==> config.mk <==
export PLATFORM = sky130hd
export DESIGN_NAME = rv_ifu
export DESIGN_NICKNAME = d
export VERILOG_FILES = /design/src/rtl/rv_ifu.sv
export SDC_FILE = /design/constraint.sdc
export NUM_CORES = 1
export LEC_CHECK = 0
export BUFFER_PORTS_ARGS = -buffer_cell sky130_fd_sc_hd__buf_2
export CAP_MARGIN = 20
export CORE_ASPECT_RATIO = 1.5
export CORE_MARGIN = 2
export CORE_UTILIZATION = 50
export CTS_BUF_LIST = sky130_fd_sc_hd__clkbuf_8
export DETAILED_ROUTE_END_ITERATION = 10
export PLACE_DENSITY = 0.83
export SLEW_MARGIN = 20
export SYNTH_ARGS = -nofsm -noshare
export SYNTH_HDL_FRONTEND = slang
export SYNTH_SLANG_ARGS = --single-unit
==> constraint.sdc <==
create_clock -name clk -period 12.73 [get_ports clk]
set_input_delay 0 -clock clk [delete_from_list [all_inputs] [get_ports clk]]
set_output_delay 0 -clock clk [all_outputs]
set_load 0.05 [all_outputs]
==> src/rtl/rv_ifu.sv <==
// ---------------------------------------------------------------------------
// rv_ifu -- instruction fetch unit
//
// Purpose:
//   Issues one instruction-memory fetch at a time. Fetched words go into a
//   2-entry {inst, pc} queue that feeds the decode stage. A redirect flushes
//   the queue and restarts fetching at the new target. If a fetch is still
//   in flight when the redirect arrives, its response is dropped when it
//   returns.
//
// Parameters:
//   WIDTH     data / address width
//   RESET_PC  first fetch address after reset
//
// Ports:
//   clk, rst           single clock, synchronous active-high reset
//   imem_req_*         fetch request channel (valid/ready/addr)
//   imem_rsp_*         fetch response (valid/data), no backpressure
//   redirect_*         branch/jump redirect strobe and target
//   inst_valid/ready   decode handshake; inst/inst_pc are the queue head
//   fetch_fault        sticky misaligned-redirect flag
//
// Build option:
//   IFU_MISALIGN_CHECK_EN  when defined, a redirect target with a non-zero
//                          low 2 bits sets fetch_fault, flushes the queue and
//                          stops all further fetching until reset. When it
//                          is not defined, the low 2 bits of the target are
//                          cleared and fetch_fault is tied low.
// ---------------------------------------------------------------------------
module rv_ifu #(
    parameter int               WIDTH    = 32,
    parameter logic [WIDTH-1:0] RESET_PC = WIDTH'(32'h8000_0000)
) (
    input  logic             clk,
    input  logic             rst,
    output logic             imem_req_valid,
    input  logic             imem_req_ready,
    output logic [WIDTH-1:0] imem_req_addr,
    input  logic             imem_rsp_valid,
    input  logic [WIDTH-1:0] imem_rsp_data,
    input  logic             redirect_valid,
    input  logic [WIDTH-1:0] redirect_pc,
    output logic             inst_valid,
    input  logic             inst_ready,
    output logic [WIDTH-1:0] inst,
    output logic [WIDTH-1:0] inst_pc,
    output logic             fetch_fault
);

    localparam int DEPTH = 2;

    logic [WIDTH-1:0] r_fetch_pc;
    logic [WIDTH-1:0] r_req_pc;      // PC of the request currently in flight
    logic             r_out;         // one request outstanding
    logic             r_drop;        // outstanding response belongs to a flushed path
    logic [1:0]       r_count;
    logic             r_rd_ptr;
    logic             r_wr_ptr;
    logic [WIDTH-1:0] r_inst_mem [DEPTH];
    logic [WIDTH-1:0] r_pc_mem   [DEPTH];

    logic             w_halted;
    logic [WIDTH-1:0] w_redirect_target;
    logic             w_req_fire;
    logic             w_push;
    logic             w_pop;
    logic             w_not_empty;

    // -----------------------------------------------------------------------
    // Redirect target handling / misalignment fault
    // -----------------------------------------------------------------------
`ifdef IFU_MISALIGN_CHECK_EN
    logic r_halted;
    logic r_fault;

    assign w_redirect_target = redirect_pc;

    always_ff @(posedge clk) begin
        if (rst) begin
            r_halted <= 1'b0;
            r_fault  <= 1'b0;
        end else if (redirect_valid && (redirect_pc[1:0] != 2'b00)) begin
            r_halted <= 1'b1;
            r_fault  <= 1'b1;
        end
    end

    assign w_halted    = r_halted;
    assign fetch_fault = r_fault;
`else
    // Targets are always forced to word alignment.
    assign w_redirect_target = redirect_pc & ~WIDTH'(3);
    assign w_halted          = 1'b0;
    assign fetch_fault       = 1'b0;
`endif

    // -----------------------------------------------------------------------
    // Handshake qualifiers
    // -----------------------------------------------------------------------
    assign w_not_empty = (r_count != 2'd0);

    // A request is only issued when the queue is guaranteed room for its
    // response. Since out must be clear to issue, count alone bounds it.
    assign imem_req_valid = !rst && !r_out && !w_halted && !redirect_valid &&
                            (({1'b0, r_count} + {2'b00, r_out}) < 3'd2);
    assign imem_req_addr  = r_fetch_pc;

    assign w_req_fire = imem_req_valid && imem_req_ready;

    // Responses that arrive in a redirect cycle, or that belong to a
    // flushed path, never enter the queue.
    assign w_push = !rst && !redirect_valid && imem_rsp_valid && r_out && !r_drop;

    assign inst_valid = !rst && w_not_empty;
    assign w_pop      = inst_valid && inst_ready;

    // The head is read from registered storage, so a response reaches
    // inst_valid one cycle later and never combinationally.
    assign inst    = inst_valid ? r_inst_mem[r_rd_ptr] : '0;
    assign inst_pc = inst_valid ? r_pc_mem[r_rd_ptr]   : '0;

    // -----------------------------------------------------------------------
    // Queue storage (no reset needed; validity is tracked by r_count)
    // -----------------------------------------------------------------------
    generate
        for (genvar gi = 0; gi < DEPTH; gi++) begin : g_entry
            always_ff @(posedge clk) begin
                if (w_push && (r_wr_ptr == 1'(gi))) begin
                    r_inst_mem[gi] <= imem_rsp_data;
                    r_pc_mem[gi]   <= r_req_pc;
                end
            end
        end
    endgenerate

    // -----------------------------------------------------------------------
    // Control state
    // -----------------------------------------------------------------------
    always_ff @(posedge clk) begin
        if (rst) begin
            r_fetch_pc <= RESET_PC;
            r_req_pc   <= RESET_PC;
            r_out      <= 1'b0;
            r_drop     <= 1'b0;
            r_count    <= 2'd0;
            r_rd_ptr   <= 1'b0;
            r_wr_ptr   <= 1'b0;
        end else if (redirect_valid) begin
            // Flush; any pop in this cycle is absorbed by the flush.
            r_count    <= 2'd0;
            r_rd_ptr   <= 1'b0;
            r_wr_ptr   <= 1'b0;
            r_fetch_pc <= w_redirect_target;
            if (r_out && !imem_rsp_valid) begin
                // Still waiting on the old path: remember to discard it.
                r_drop <= 1'b1;
            end else begin
                r_out  <= 1'b0;
                r_drop <= 1'b0;
            end
        end else begin
            // Issue and response are mutually exclusive (issue needs out=0).
            if (w_req_fire) begin
                r_out      <= 1'b1;
                r_req_pc   <= r_fetch_pc;
                r_fetch_pc <= r_fetch_pc + WIDTH'(4);
            end else if (r_out && imem_rsp_valid) begin
                r_out  <= 1'b0;
                r_drop <= 1'b0;
            end

            if (w_push) begin
                r_wr_ptr <= ~r_wr_ptr;
            end
            if (w_pop) begin
                r_rd_ptr <= ~r_rd_ptr;
            end
            r_count <= r_count + {1'b0, w_push} - {1'b0, w_pop};
        end
    end

endmodule

== After elaboration in Yosys (flattened, before gate mapping) ==
Memory sizes are Yosys's and may differ from the RTL's. A register that Yosys moved wholly into a read port is not among the register bits.
Cells that the tools add are included.
Widths: inputs -> output; s select.
Storage, ports and cells
  RAM bits: 128
  output and inout port bits: 99
  logic and storage cells: 74
  bits in registers: 70
  memories: 2
  bits of input ports: 70
Operators by class
  bitwise operators: 3
  multiplexer cells: 25
  equal/unequal tests: 2
  magnitude comparators: 1
  reduce and logical (&&, ||, !) cells: 29
  $add $sub $neg: 4
Memories
  r_inst_mem: depth 2, width 32, rd ports 1, clocked after Yosys merged registers in 1, wr ports 1, RTL line 59  | logic [WIDTH-1:0] r_inst_mem [DEPTH];
  r_pc_mem: depth 2, width 32, rd ports 1, clocked after Yosys merged registers in 1, wr ports 1, RTL line 60  | logic [WIDTH-1:0] r_pc_mem [DEPTH];
Operator list (count)
  $mux 32: 6
  $reduce_or 32->1: 2
  $add 32x3->32 const B: 1
  $mux 1: 19
  $logic_and 1x1->1: 14
  $reduce_and 2->1: 3
  $reduce_bool 2->1: 3
  $logic_not 1->1: 5
  $ne 2x2->1 const B: 2
  $add 2x1->3: 1
  $lt 3x2->1 const B: 1
  $not 1->1: 3
  $reduce_bool 3->1: 1
  $add 2x1->2: 1
  $reduce_or 2->1: 1
  $sub 2x1->2: 1

== Logic depth before layout (Yosys ltp) ==
Gate-level depths: netlist (run 1).
  depth after elaboration: 10
  mapped depth: 11
  mapped depth without buffers: 10

== Least setup slack after synthesis (run 1) ==
Ideal clock, no wire load.
  path type: input port to flip-flop
  start point: in rst
  end point: mem r_inst_mem[0][0] (enable)
  buffers on the path: 2
  arrival: 3.599 ns
  setup time: 0.482 ns
  required time: 12.248 ns
  cell stages on the path: 6
  setup slack: 8.649 ns
  cells stage by stage: buf_2 > or2_2 > clkbuf_1 > nor3_1 > inv_1 > nor2_1
Between the ends
  longest elaborated chain between the ends: 10
  elaborated cells between the ends (all ways): 14
  those cells by class: mux (6); reduce/logical (8)
RTL lines
  from (decl): RTL line 35  | input logic rst,
  $logic_not 1->1 (*): RTL line 112  | assign w_push = !rst && !redirect_valid && imem_rsp_valid && r_out && !r_drop;
  $logic_and 1x1->1 (*) (4 in series): RTL line 112
  $logic_and 1x1->1: RTL line 128  | if (w_push && (r_wr_ptr == 1'(gi))) begin
  $mux 1: RTL line 128
  $mux 1 (implied by the code): RTL line 129  | r_inst_mem[gi] <= imem_rsp_data;
  $reduce_or 32->1 (no source line)
  $mux 1 (no source line)
  to (decl): RTL line 59
Mark *: on every way between the ends. The rest lies on a longest branch, timed or not.

== Worst setup path in the final report (run 1) ==
  start point: reg r_count[1]
  end point: reg r_count[1]
Between the ends
  longest elaborated chain between the ends: 4
  elaborated cells between the ends (all ways): 5
  those cells by class: add/sub (2); reduce/logical (3)
RTL lines
  from (decl): RTL line 56  | logic [1:0] r_count;
  from (signal assigned): RTL line 178  | r_count <= r_count + {1'b0, w_push} - {1'b0, w_pop};
  $reduce_bool 2->1: RTL line 100  | assign w_not_empty = (r_count != 2'd0);
  $logic_and 1x1->1: RTL line 114  | assign inst_valid = !rst && w_not_empty;
  $logic_and 1x1->1: RTL line 115  | assign w_pop = inst_valid && inst_ready;
  via w_pop: RTL line 66  | logic w_pop;
  $sub 2x1->2: RTL line 178
The timed path passes the listed nets, and every way through them passes these cells.
A chain may end at the register's enable or synchronous reset.

==> results of run 1 <==
## cell usage after synthesis, types with 2 or more instances
cell type | n | area [um^2]
mux2_2 | 6 | 67.6
nand4_2 | 2 | 25.0
clkbuf_1 | 33 | 124
ha_1 | 3 | 37.5
buf_2 | 3 | 15.0
a211oi_1 | 6 | 45.0
nand2_1 | 89 | 334
o21ai_0 | 6 | 30.0
xnor2_1 | 12 | 105
xor2_1 | 7 | 61.3
or3_1 | 2 | 12.5
nand3_1 | 12 | 60.1
o311ai_0 | 2 | 17.5
inv_1 | 8 | 30.0
nor2_1 | 86 | 323
nor3_1 | 6 | 30.0
and3_1 | 5 | 31.3
and4_1 | 2 | 17.5
edfxtp_1 | 124 | 3720
a31oi_1 | 3 | 18.8
o211ai_1 | 3 | 22.5
dfxtp_1 | 67 | 1340
and2_1 | 11 | 68.8
mux2i_1 | 65 | 651
buf_4 | 5 | 37.5
nand3b_1 | 2 | 15.0
buf_1 | 2 | 7.51
nor4_1 | 3 | 18.8
a21oi_1 | 44 | 220
a311oi_1 | 2 | 17.5
or2_2 | 3 | 18.8
nand4_1 | 13 | 81.3
## registers in the layout, summed over array words and instances, names as in the netlist, named ones only
register and count:
r_pc_mem 60, r_req_pc 30, r_drop 1, r_rd_ptr 1
r_inst_mem 64, r_count 2, imem_req_addr 30, r_out 1
r_wr_ptr 1
## layout make-up
type / count / area, um^2 / share of cell area [%]
flip-flops and latches: 191 / 5070 / 51.9
multi-input cells: 413 / 2490 / 25.5
repair buffers: 237 / 1550 / 15.8
well taps: 199 / 249 / 2.55
clock buffers: 18 / 248 / 2.54
clock inverters: 14 / 128 / 1.31
inverters: 8 / 30.0 / 0.308
## critical path: stages, from the launching register on
cell and delay, ns:
dfxtp_1 0.38, nor2_1 0.09, or2_2 0.10, buf_4 0.56
inv_1 0.12, and2_1 0.23, ha_1 0.29, inv_1 0.05
ha_1 0.15, xor2_1 0.19, xnor2_1 0.14, nor2_1 0.05
## logic make-up (layout without fill, tap and decap cells)
logic type	after synthesis	after routing	share of synthesized area (%)
and+or+nand+nor	246	246	14.8
adders and majority gates	3	3	0.485
DFF	191	191	65.4
xor gates and xnor gates	19	19	2.15
buffers and inverters	51	277	2.76
AOI/OAI and AO/OA	69	69	5.09
other	1	5	0.0484
muxes	71	71	9.27
## power groups by stage
| stage | registers, uW | logic, uW | clock network, uW |
|---|---|---|---|
| 3_3_place_gp | 689 | 71.2 | 0 |
| 4_1_cts | 675 | 89.0 | 378 |
| 6_report | 676 | 89.7 | 369 |
| 3_5_place_dp | 690 | 72.6 | 0 |
| 2_1_floorplan | 708 | 29.7 | 0 |
| 5_1_grt | 677 | 96.1 | 400 |
## metrics by stage
stage               utilization (%)  area (um^2)  hold WS, ns
floorplan                         -         7760       0.0989
global placement               57.5         8700        0.188
detailed placement             57.5         8700        0.191
CTS                            64.5         9760      0.00121
global route                   64.5         9760       0.0389
finish                         64.5         9760       0.0288
## metal layers
layer	up-vias	routed length, um	share of wire, %	GRT usage [%]
li1	2732	-	-	-
met2	162	8590	52	35.9
met3	33	637	3.9	3.21
met4	0	516	3.1	9.46
met5	-	0	0	0
met1	2596	6790	41	23.8
## worst max path at each step
stage | slack, ns | from | end
after floorplan | 8.65 | rst | r_inst_mem[0][0]
final | 10.27 | r_count[1] | r_count[1]
after CTS | 10.24 | r_count[1] | r_count[1]
after global placement | 10.02 | rst | r_count[1]
after global routing | 10.06 | r_count[1] | r_count[1]
after detailed placement | 9.98 | rst | r_count[1]
==> out/summary.txt, run 1 <==
===========================================================================================
Slew at the pin closest to its max-slew limit                                       1.07 ns
Clock transition at path regs                                                       0.10 ns
Antenna viol nets, final                                                                  0
Critical path class                                                                 reg2reg
Avg WL per Cell                                                                     15.3 um
RD Place Congestion                                                                   0.855
Diode insertion count for antenna repair                                                  0
First-pass iteration count of the detailed router                                         4
Max-Cap Viols                                                                             0
Congestion Overflow GR                                                                    0
Bufs on Longest Clock Path                                                                2
Number of design-rule violations left by the first detailed-router iteration            244
Synthesis warning total                                                                   0
WHS Path Cells                                                                            3
Flop pwr share                                                                        59.6%
Die X                                                                                106 um
CORE AREA                                                                       15,100 um^2
Sequential cell area fraction in the yosys report                                     65.4%
Slew headroom                                                                         28.9%
# clock sinks                                                                           191
Largest net degree at the start of global routing                                        64
Die boundary height                                                                  156 um
Total vias in the final route                                                         5,523
Element type at the critical path start                                            register
Int Power                                                                            848 uW
Clk_skew                                                                          0.0167 ns
Net switching power of the design                                                    286 uW
Cts-stage hold buffer count                                                              68
First-pass GRT wire length                                                        26,100 um
Setup TNS Final                                                                        0 ns
Number of max-slew violations in the final report                                         0
Clock buffer count from CTS                                                              17
DP Cell Count                                                                           980
Library cell used as clock root buffer                                             clkbuf_8
Area of the die                                                                 16,500 um^2
Setup repair after global routing missed its margin                                   false
Number of storage elements in the synthesis netlist                                     191
Combinational group share of total power                                               7.9%
Launch instance of the worst min-delay path                                    redirect_valid
Library cells used by synthesis                                                          46
Count of input and output buffers                                                       161
Data required, critical path                                                       13.08 ns
Async SR Flop Fraction                                                                   0%
Endpoint of the worst hold-timing path                                         imem_req_addr[20]
Source of the worst register-to-register timing path                             r_count[1]
Number of levels the H-tree was split into                                                4
CP endpoint kind                                                                   register
Leak                                                                             0.00370 uW
Dominant register cell in the synthesized netlist                                  edfxtp_1
Number of gates resized after CTS                                                         0
Relative area change from synthesis to final layout                                   26.0%
Peak fanout along the critical path                                                      63
Post-synthesis cell area                                                          7740 um^2
Worst hold path type                                                                 in2reg
Filler-free cell count of the finished design                                         1,080
Worst voltage drop across the vdd grid                                            0.0736 mV
Time the worst path needs with I/O delays and setup                                 2.46 ns
Register-to-Register Setup Slack                                                   10.27 ns
Outcome                                                                        complete, no violations
Setup slack after layout                                                           10.27 ns
PwrDens                                                                         116 nW/um^2
Via count of the first global-routing pass                                            5,331
Depth of the worst register-to-register path                                             11
Number of top-level design ports                                                        169
Starting utilization of the core area                                                 51.1%
CTS tree                                                                               done
Maximum frequency from static timing analysis                                     0.406 GHz
Pwr Total                                                                           1130 uW
Number of fill cells                                                                  1,196
Share of total power consumed by net switching                                        25.2%
Leading cell type in the layout, fill and taps excluded                               buf_2
HPWL Detailed                                                                     10,400 um
Crit Reg-Reg Endpoint                                                            r_count[1]
Fraction of final layout cells sized beyond drive strength 1                          25.0%
DRC errors left                                                                           0
All-Layer GR Usage                                                                    20.2%
Clock latency reported for the late side of the worst-skew pair                     0.44 ns
Post-route clock period utilization                                                   19.3%
Fraction of power consumed by the clock network                                       32.5%
Post-Synthesis Cells                                                                    651
Buffers inserted by post-CTS timing repair                                                0
Number of flops mapped to enable cells by yosys                                         124
Via density per instance                                                               5.11
Setup slack at placement                                                            9.98 ns
Final count of hold timing violations                                                     0
Final routed wirelength across all metal layers                                   16,500 um
Antenna violations before repair                                                          0
Worst path arrival time                                                             2.81 ns
Site row count                                                                           55
Setup violations, final                                                                   0
Top library cells by usage in the layout, fill and taps aside                  buf_2 (161), edfxtp_1 (124), nand2_1 (89)
Average footprint of a synthesized cell                                           11.9 um^2
Final net count                                                                         941
===========================================================================================
(Power assumes the default switching activity.)
==> inputs of run 2 (changes only) <==
Clock period 12.73 ns to 2.55 ns, I/O delays scaled along.
==> run 2 against run 1 <==
Design area rose by 1.2%. Die area unchanged. Critical path depth fell by 5. Cell count rose by 0.65%. Utilization rose by 0.78 points. Sequential share of layout area down 0.62 points. Register-to-register slack worse by 10 ns. Sequential power grew to 5.0 times the previous value. Worst hold slack better by 0.17 ns. Fmax grew 1.4%. Critical endpoint is now imem_req_addr[28]. Largest cell class unchanged.
==> out/summary.txt, run 2 (synthesized netlist as in run 1, its figures left out) <==
===========================================================================================
Cell area reported after detailed placement                                       8800 um^2   +1.1%
Multi-input gate area                                                             2490 um^2   unchanged
Peak fanout along the critical path                                                       6   -90%
Worst hold slack                                                                   0.195 ns   +0.166 ns
Leak                                                                             0.00377 uW   +1.9%
Die boundary height                                                                  156 um   unchanged
Via count of the first global-routing pass                                            5,416   +1.6%
Setup repair after global routing missed its margin                                    true
Via density per instance                                                               5.12   +0.11%
Clk_skew                                                                          0.0165 ns   -0.000231 ns
Launch instance of the worst min-delay path                                    imem_req_ready
Number of flip-flops in the largest register                                             64   unchanged
Number of top-level design ports                                                        169   unchanged
Congestion Overflow GR                                                                    0   unchanged
Antenna viol nets, final                                                                  0   unchanged
Amount of wire on met2 after detailed routing                                       9000 um   +4.8%
Avg WL per Cell                                                                     15.3 um   -0.31%
Critical path class                                                                 reg2reg
Number of levels the H-tree was split into                                                4   unchanged
Library cell used as clock root buffer                                             clkbuf_8
Number of max-slew violations in the final report                                         0   unchanged
DRC errors left                                                                           0   unchanged
Final net count                                                                         948   +0.74%
Non-Filler Cell Area, Final                                                       9880 um^2   +1.2%
Maximum frequency from static timing analysis                                     0.412 GHz   +1.4%
First-pass iteration count of the detailed router                                         4   unchanged
All-Layer GR Usage                                                                    20.0%   -0.12 points
Count of input and output buffers                                                       161   unchanged
Registers with the highest flip-flop counts                                    r_inst_mem (64), r_pc_mem (60)
Site row count                                                                           55   unchanged
CORE AREA                                                                       15,100 um^2   unchanged
First-pass GRT wire length                                                        25,800 um   -1.5%
Post-route clock period utilization                                                   95.2%   +76 points
Top metal layer carrying routed signals                                                met4
Number of fill cells                                                                  1,179   -1.4%
Largest delay contributor family on the critical path                          simple AND/OR/NAND/NOR gates
Clock buffer count from CTS                                                              17   unchanged
Largest net degree at the start of global routing                                        63   -1.6%
Routed metal-1 wire length                                                          6290 um   -7.4%
Element type at the critical path start                                            register
Fraction of final layout cells sized beyond drive strength 1                          25.5%   +0.48 points
Slew at the pin closest to its max-slew limit                                      0.665 ns   -0.402 ns
Top library cells by usage in the layout, fill and taps aside                  buf_2 (161), edfxtp_1 (124), nand2_1 (89)
Final routed wirelength across all metal layers                                   16,600 um   +0.34%
Clock latency reported for the late side of the worst-skew pair                     0.45 ns   about the same
Antenna violations before repair                                                          0   unchanged
Time the worst path needs with I/O delays and setup                                 2.43 ns   -0.0344 ns
Clock transition at path regs                                                       0.10 ns   about the same
Worst voltage drop across the vdd grid                                             0.284 mV   +290%
Bufs on Longest Clock Path                                                                2   unchanged
Leading cell type in the layout, fill and taps excluded                               buf_2
Die X                                                                                106 um   unchanged
Final count of hold timing violations                                                     0   unchanged
DR WL met3                                                                           708 um   +11%
Largest stage delay on the critical path                                            0.56 ns   about the same
Worst hold path type                                                                 in2reg
Area of the die                                                                 16,500 um^2   unchanged
Outcome                                                                        complete, no violations
Largest Register                                                                 r_inst_mem
Crit. Startpoint                                                               imem_req_addr[2]
RD Place Congestion                                                                   0.865   +1.2%
Data required, critical path                                                        2.89 ns   -10.19 ns
Setup slack after layout                                                           0.123 ns   -10.15 ns
Worst path arrival time                                                             2.77 ns   -0.04 ns
Setup violations, final                                                                   0   unchanged
Number of design-rule violations left by the first detailed-router iteration            280   +15%
Max-Cap Viols                                                                             0   unchanged
Relative area change from synthesis to final layout                                   27.5%
Cell Chain, Critical Path                                                      ha_1, nand3_1, nor4_1, xnor2_1, o21ai_0, dlygate4sd3_1
Setup slack at placement                                                           0.528 ns   -9.45 ns
Slew headroom                                                                         55.7%   +27 points
Starting utilization of the core area                                                 51.1%   unchanged
Total vias in the final route                                                         5,565   +0.76%
Diode insertion count for antenna repair                                                  0   unchanged
Source of the worst register-to-register timing path                           imem_req_addr[2]
# clock sinks                                                                           191   unchanged
Register-to-Register Setup Slack                                                    0.12 ns   -10.15 ns
HPWL Detailed                                                                     11,000 um   +5.4%
Count of buffering cells on the critical path with inverters included                     1   -2
Sequential Area                                                                   5070 um^2   unchanged
CP endpoint kind                                                                   register
CTS tree                                                                               done
Max stage delay cell, worst path                                               dlygate4sd3_1
PwrDens                                                                         578 nW/um^2   +400%
===========================================================================================
## run 2: cell types whose count changed in the layout (fill, tap and decap cells not counted)
| cell | before | now |
|---|---|---|
| dlygate4sd3_1 | 68 | 69 |
| bufinv_16 | 0 | 1 |
| clkinvlp_4 | 2 | 1 |
| clkinv_2 | 0 | 2 |
| buf_12 | 0 | 4 |
| clkinv_4 | 3 | 1 |
| buf_4 | 8 | 10 |
| clkbuf_8 | 18 | 19 |
| clkinv_8 | 1 | 0 |
## run 2: final timing paths
check                      end  depth (start not counted)
min          imem_req_addr[26]                          5
max reg2reg  imem_req_addr[28]                          6
min reg2reg    r_pc_mem[0][25]                          0
max          imem_req_addr[28]                          6
## run 2: final cells by class
| class | instances | area share (%) |
|---|---|---|
| Multi-Input combinational cell | 413 | 25.2 |
| Clock buffer | 19 | 2.65 |
| Timing Repair Buffer | 244 | 16.7 |
| Clock inverter | 13 | 1.28 |
| Sequential cell | 191 | 51.3 |
| Inverter | 8 | 0.304 |
| Tap cell | 199 | 2.52 |
## run 2: metrics by stage
stage | total power (uW) | instances | util, % | TNS, ns
final | 5710 | 1087 | 65.2 | 0
after global routing | 5890 | 1087 | 65.2 | -0.00234
after CTS | 5750 | 1087 | 65.2 | 0
after detailed placement | 3810 | 986 | 58.1 | 0
after global placement | 3800 | 986 | 58.1 | 0
after floorplan | 3680 | 655 | - | 0
## run 2: timing repair
item                                    4_1_cts  5_1_grt
resized for setup                             0        0
hold buffers                                 69        0
endpoints found under the hold margin       107        0
setup buffers                                 0        0
endpoints found under the setup margin        0        1
## run 2: layer usage
layer / global-route usage (%) / up-vias
met1: 21.4 / 2599
li1: - / 2753
met3: 4.04 / 47
met5: 0 / -
met2: 37.1 / 166
met4: 10.2 / 0
## run 2: worst register-to-register path: stages, from the launching register on
cell and delay [ns]:
dfxtp_1 0.43, ha_1 0.35, nand3_1 0.27, nor4_1 0.40, xnor2_1 0.19, o21ai_0 0.10
dlygate4sd3_1 0.57
## run 2: power by group
group | switching (uW) | leakage [uW] | total, uW | internal, uW
Combinational | 272 | 0.00185 | 455 | 183
Clock | 1030 | 0.000203 | 1880 | 849
Sequential | 55.8 | 0.00172 | 3370 | 3320
Total | 1360 | 0.00377 | 5710 | 4350
==> inputs of run 3 (changes only) <==
Settings changed: CORE_ASPECT_RATIO 1.5 to 1.4.
==> run 3 against run 2 <==
Largest cell class unchanged. Total power fell by 2.0%. Clock skew fell by 0.0038 ns. Non-clock buffer count fell by 3. Die area barely moved. Design area fell by 0.67%. Sequential power barely moved. Clock power fell by 6%. Critical path type unchanged. Via count rose by 0.29%. Register-to-register slack barely moved. Combinational power barely moved. First-iteration DRC count fell by 8.2%. Highest routed layer unchanged. Worst hold slack improved by 0.046 ns.
==> out/summary.txt, run 3 (synthesized netlist as in run 1, its figures left out) <==
===========================================================================================
Outcome                                                                        complete, no violations
Clock transition at path regs                                                       0.09 ns   about the same
Clock buffer count from CTS                                                              17   unchanged
Congestion Overflow GR                                                                    0   unchanged
Data required, critical path                                                        2.88 ns   about the same
CORE AREA                                                                       15,100 um^2   -0.57%
Via density per instance                                                               5.18   +1.2%
Int Power                                                                           4270 uW   -1.9%
Time the worst path needs with I/O delays and setup                                 2.42 ns   -0.00586 ns
Leak                                                                             0.00374 uW   -0.89%
Top Usage Layer GRT                                                                    met2
PwrDens                                                                         570 nW/um^2   -1.3%
Non-Filler Cell Area, Final                                                       9810 um^2   -0.67%
Share of total power consumed by net switching                                        23.7%   -0.075 points
Worst hold path type                                                                 in2reg
Slew headroom                                                                         55.5%   -0.22 points
Fraction of final layout cells sized beyond drive strength 1                          25.2%   -0.25 points
Flop pwr share                                                                        60.3%   +1.2 points
Die X                                                                                109 um   +3.4%
Met3 layer usage reported by global route                                             4.48%   +0.44 points
CTS tree                                                                               done
Relative area change from synthesis to final layout                                   26.7%
First-pass iteration count of the detailed router                                         5   +1
Peak fanout along the critical path                                                       8   +2
DRC errors left                                                                           0   unchanged
Number of design-rule violations left by the first detailed-router iteration            257   -8.2%
# clock sinks                                                                           191   unchanged
Setup repair after global routing missed its margin                                    true
First-pass GRT wire length                                                        25,600 um   -0.48%
Number of top-level design ports                                                        169   unchanged
Count of input and output buffers                                                       161   unchanged
Number of flip-flops in the largest register                                             64   unchanged
Critical path class                                                                 reg2reg
Largest Register                                                                 r_inst_mem
Cell area reported after detailed placement                                       8750 um^2   -0.50%
Worst voltage drop across the vdd grid                                             0.305 mV   +7.2%
Leading cell type in the layout, fill and taps excluded                               buf_2
Worst path arrival time                                                             2.75 ns   -0.02 ns
Net switching power of the design                                                   1330 uW   -2.3%
Largest net degree at the start of global routing                                        63   unchanged
Count of buffering cells on the critical path with inverters included                     1   unchanged
Total vias in the final route                                                         5,581   +0.29%
Met1 Use GR                                                                           23.3%   +1.9 points
Via count of the first global-routing pass                                            5,268   -2.7%
Met2 Use GR                                                                           35.5%   -1.6 points
Diode insertion count for antenna repair                                                  0   unchanged
Antenna violations before repair                                                          0   unchanged
Area of the die                                                                 16,500 um^2   about the same
Largest delay contributor family on the critical path                          simple AND/OR/NAND/NOR gates
Final routed wirelength across all metal layers                                   16,500 um   -0.44%
Max-Cap Viols                                                                             0   unchanged
Top library cells by usage in the layout, fill and taps aside                  buf_2 (161), edfxtp_1 (124), nand2_1 (89)
All-Layer GR Usage                                                                    20.2%   +0.12 points
RD Place Congestion                                                                   0.888   +2.6%
Combinational group share of total power                                               8.1%   about the same
Setup violations, final                                                                   0   unchanged
Final count of hold timing violations                                                     0   unchanged
Max stage delay cell, worst path                                               dlygate4sd3_1
Maximum frequency from static timing analysis                                     0.413 GHz   +0.24%
Element type at the critical path start                                            register
Largest stage delay on the critical path                                            0.59 ns   +0.03 ns
Antenna viol nets, final                                                                  0   unchanged
Number of max-slew violations in the final report                                         0   unchanged
Fraction of power consumed by the clock network                                       31.6%   -1.3 points
Bufs on Longest Clock Path                                                                2   unchanged
CP endpoint kind                                                                   register
Post-route clock period utilization                                                   94.9%   -0.23 points
Clock latency reported for the late side of the worst-skew pair                     0.44 ns   about the same
Pwr Total                                                                           5600 uW   -2.0%
Avg WL per Cell                                                                     15.3 um   +0.48%
Clk_skew                                                                          0.0126 ns   -0.00384 ns
Starting utilization of the core area                                                 51.4%   +0.29 points
HPWL Detailed                                                                     10,600 um   -3.7%
Setup TNS Final                                                                        0 ns   unchanged
Number of levels the H-tree was split into                                                4   unchanged
Final net count                                                                         945   -0.32%
Library cell used as clock root buffer                                             clkbuf_8
Registers with the highest flip-flop counts                                    r_inst_mem (64), r_pc_mem (60)
Cell Chain, Critical Path                                                      and4_2, nand3_1, nor4_1, xnor2_1, o21ai_0, dlygate4sd3_1
Slew at the pin closest to its max-slew limit                                      0.668 ns   +0.00337 ns
Site row count                                                                           53   -3.6%
Die boundary height                                                                  151 um   -3.3%
===========================================================================================
==> run 3: what timing repair did <==
item                                   4_1_cts  5_1_grt
hold buffers                                69        0
endpoints found under the hold margin      107        0
buffers inserted                             0        0
setup endpoints to repair                    0        2
resized for setup                            0        2
==> run 3: final timing paths <==
path	slack [ns]	start	cells after the start	end
max	0.13	imem_req_addr[4]	6	imem_req_addr[28]
min	0.24	imem_req_ready	5	imem_req_addr[18]
max reg2reg	0.13	imem_req_addr[4]	6	imem_req_addr[28]
min reg2reg	0.46	r_req_pc[29]	0	r_pc_mem[1][29]
==> run 3: cell type report <==
cell class              count  area [um^2]
clock buffers              17          234
clock inverters            15          123
fillers                  1159         5240
inverters                   8         30.0
multi-input cells         413         2500
flip-flops and latches    191         5070
well taps                 192          240
repair buffers            241         1620
==> run 3: worst reg2reg max path, cell delays in order (launching register included) <==
cell,delay [ns]
dfxtp_1,0.48
and4_2,0.34
nand3_1,0.23
nor4_1,0.40
xnor2_1,0.17
o21ai_0,0.11
dlygate4sd3_1,0.59
==> run 3: routing by layer <==
layer / vias to the layer above / wire length (um)
met5: - / 0
met4: 0 / 521
met3: 43 / 774
met2: 181 / 8520
met1: 2621 / 6690
li1: 2736 / -
==> run 3: power by group through the flow <==
stage	Clock, uW	Sequential [uW]	Combinational, uW
after floorplan	0	3530	149
after global placement	0	3440	361
after detailed placement	0	3440	368
after CTS	1820	3370	451
after global routing	1960	3380	488
final	1770	3370	456
==> run 3: through the flow <==
| stage | utilization, % | setup WS, ns | instances | hold slack, ns |
|---|---|---|---|---|
| floorplan | - | 0.175 | 655 | 0.0989 |
| global placement | 58.1 | 0.552 | 976 | 0.188 |
| detailed placement | 58.1 | 0.502 | 976 | 0.192 |
| CTS | 65.1 | 0.136 | 1077 | 0.208 |
| global route | 65.2 | -0.0102 | 1077 | 0.225 |
| finish | 65.2 | 0.129 | 1077 | 0.241 |
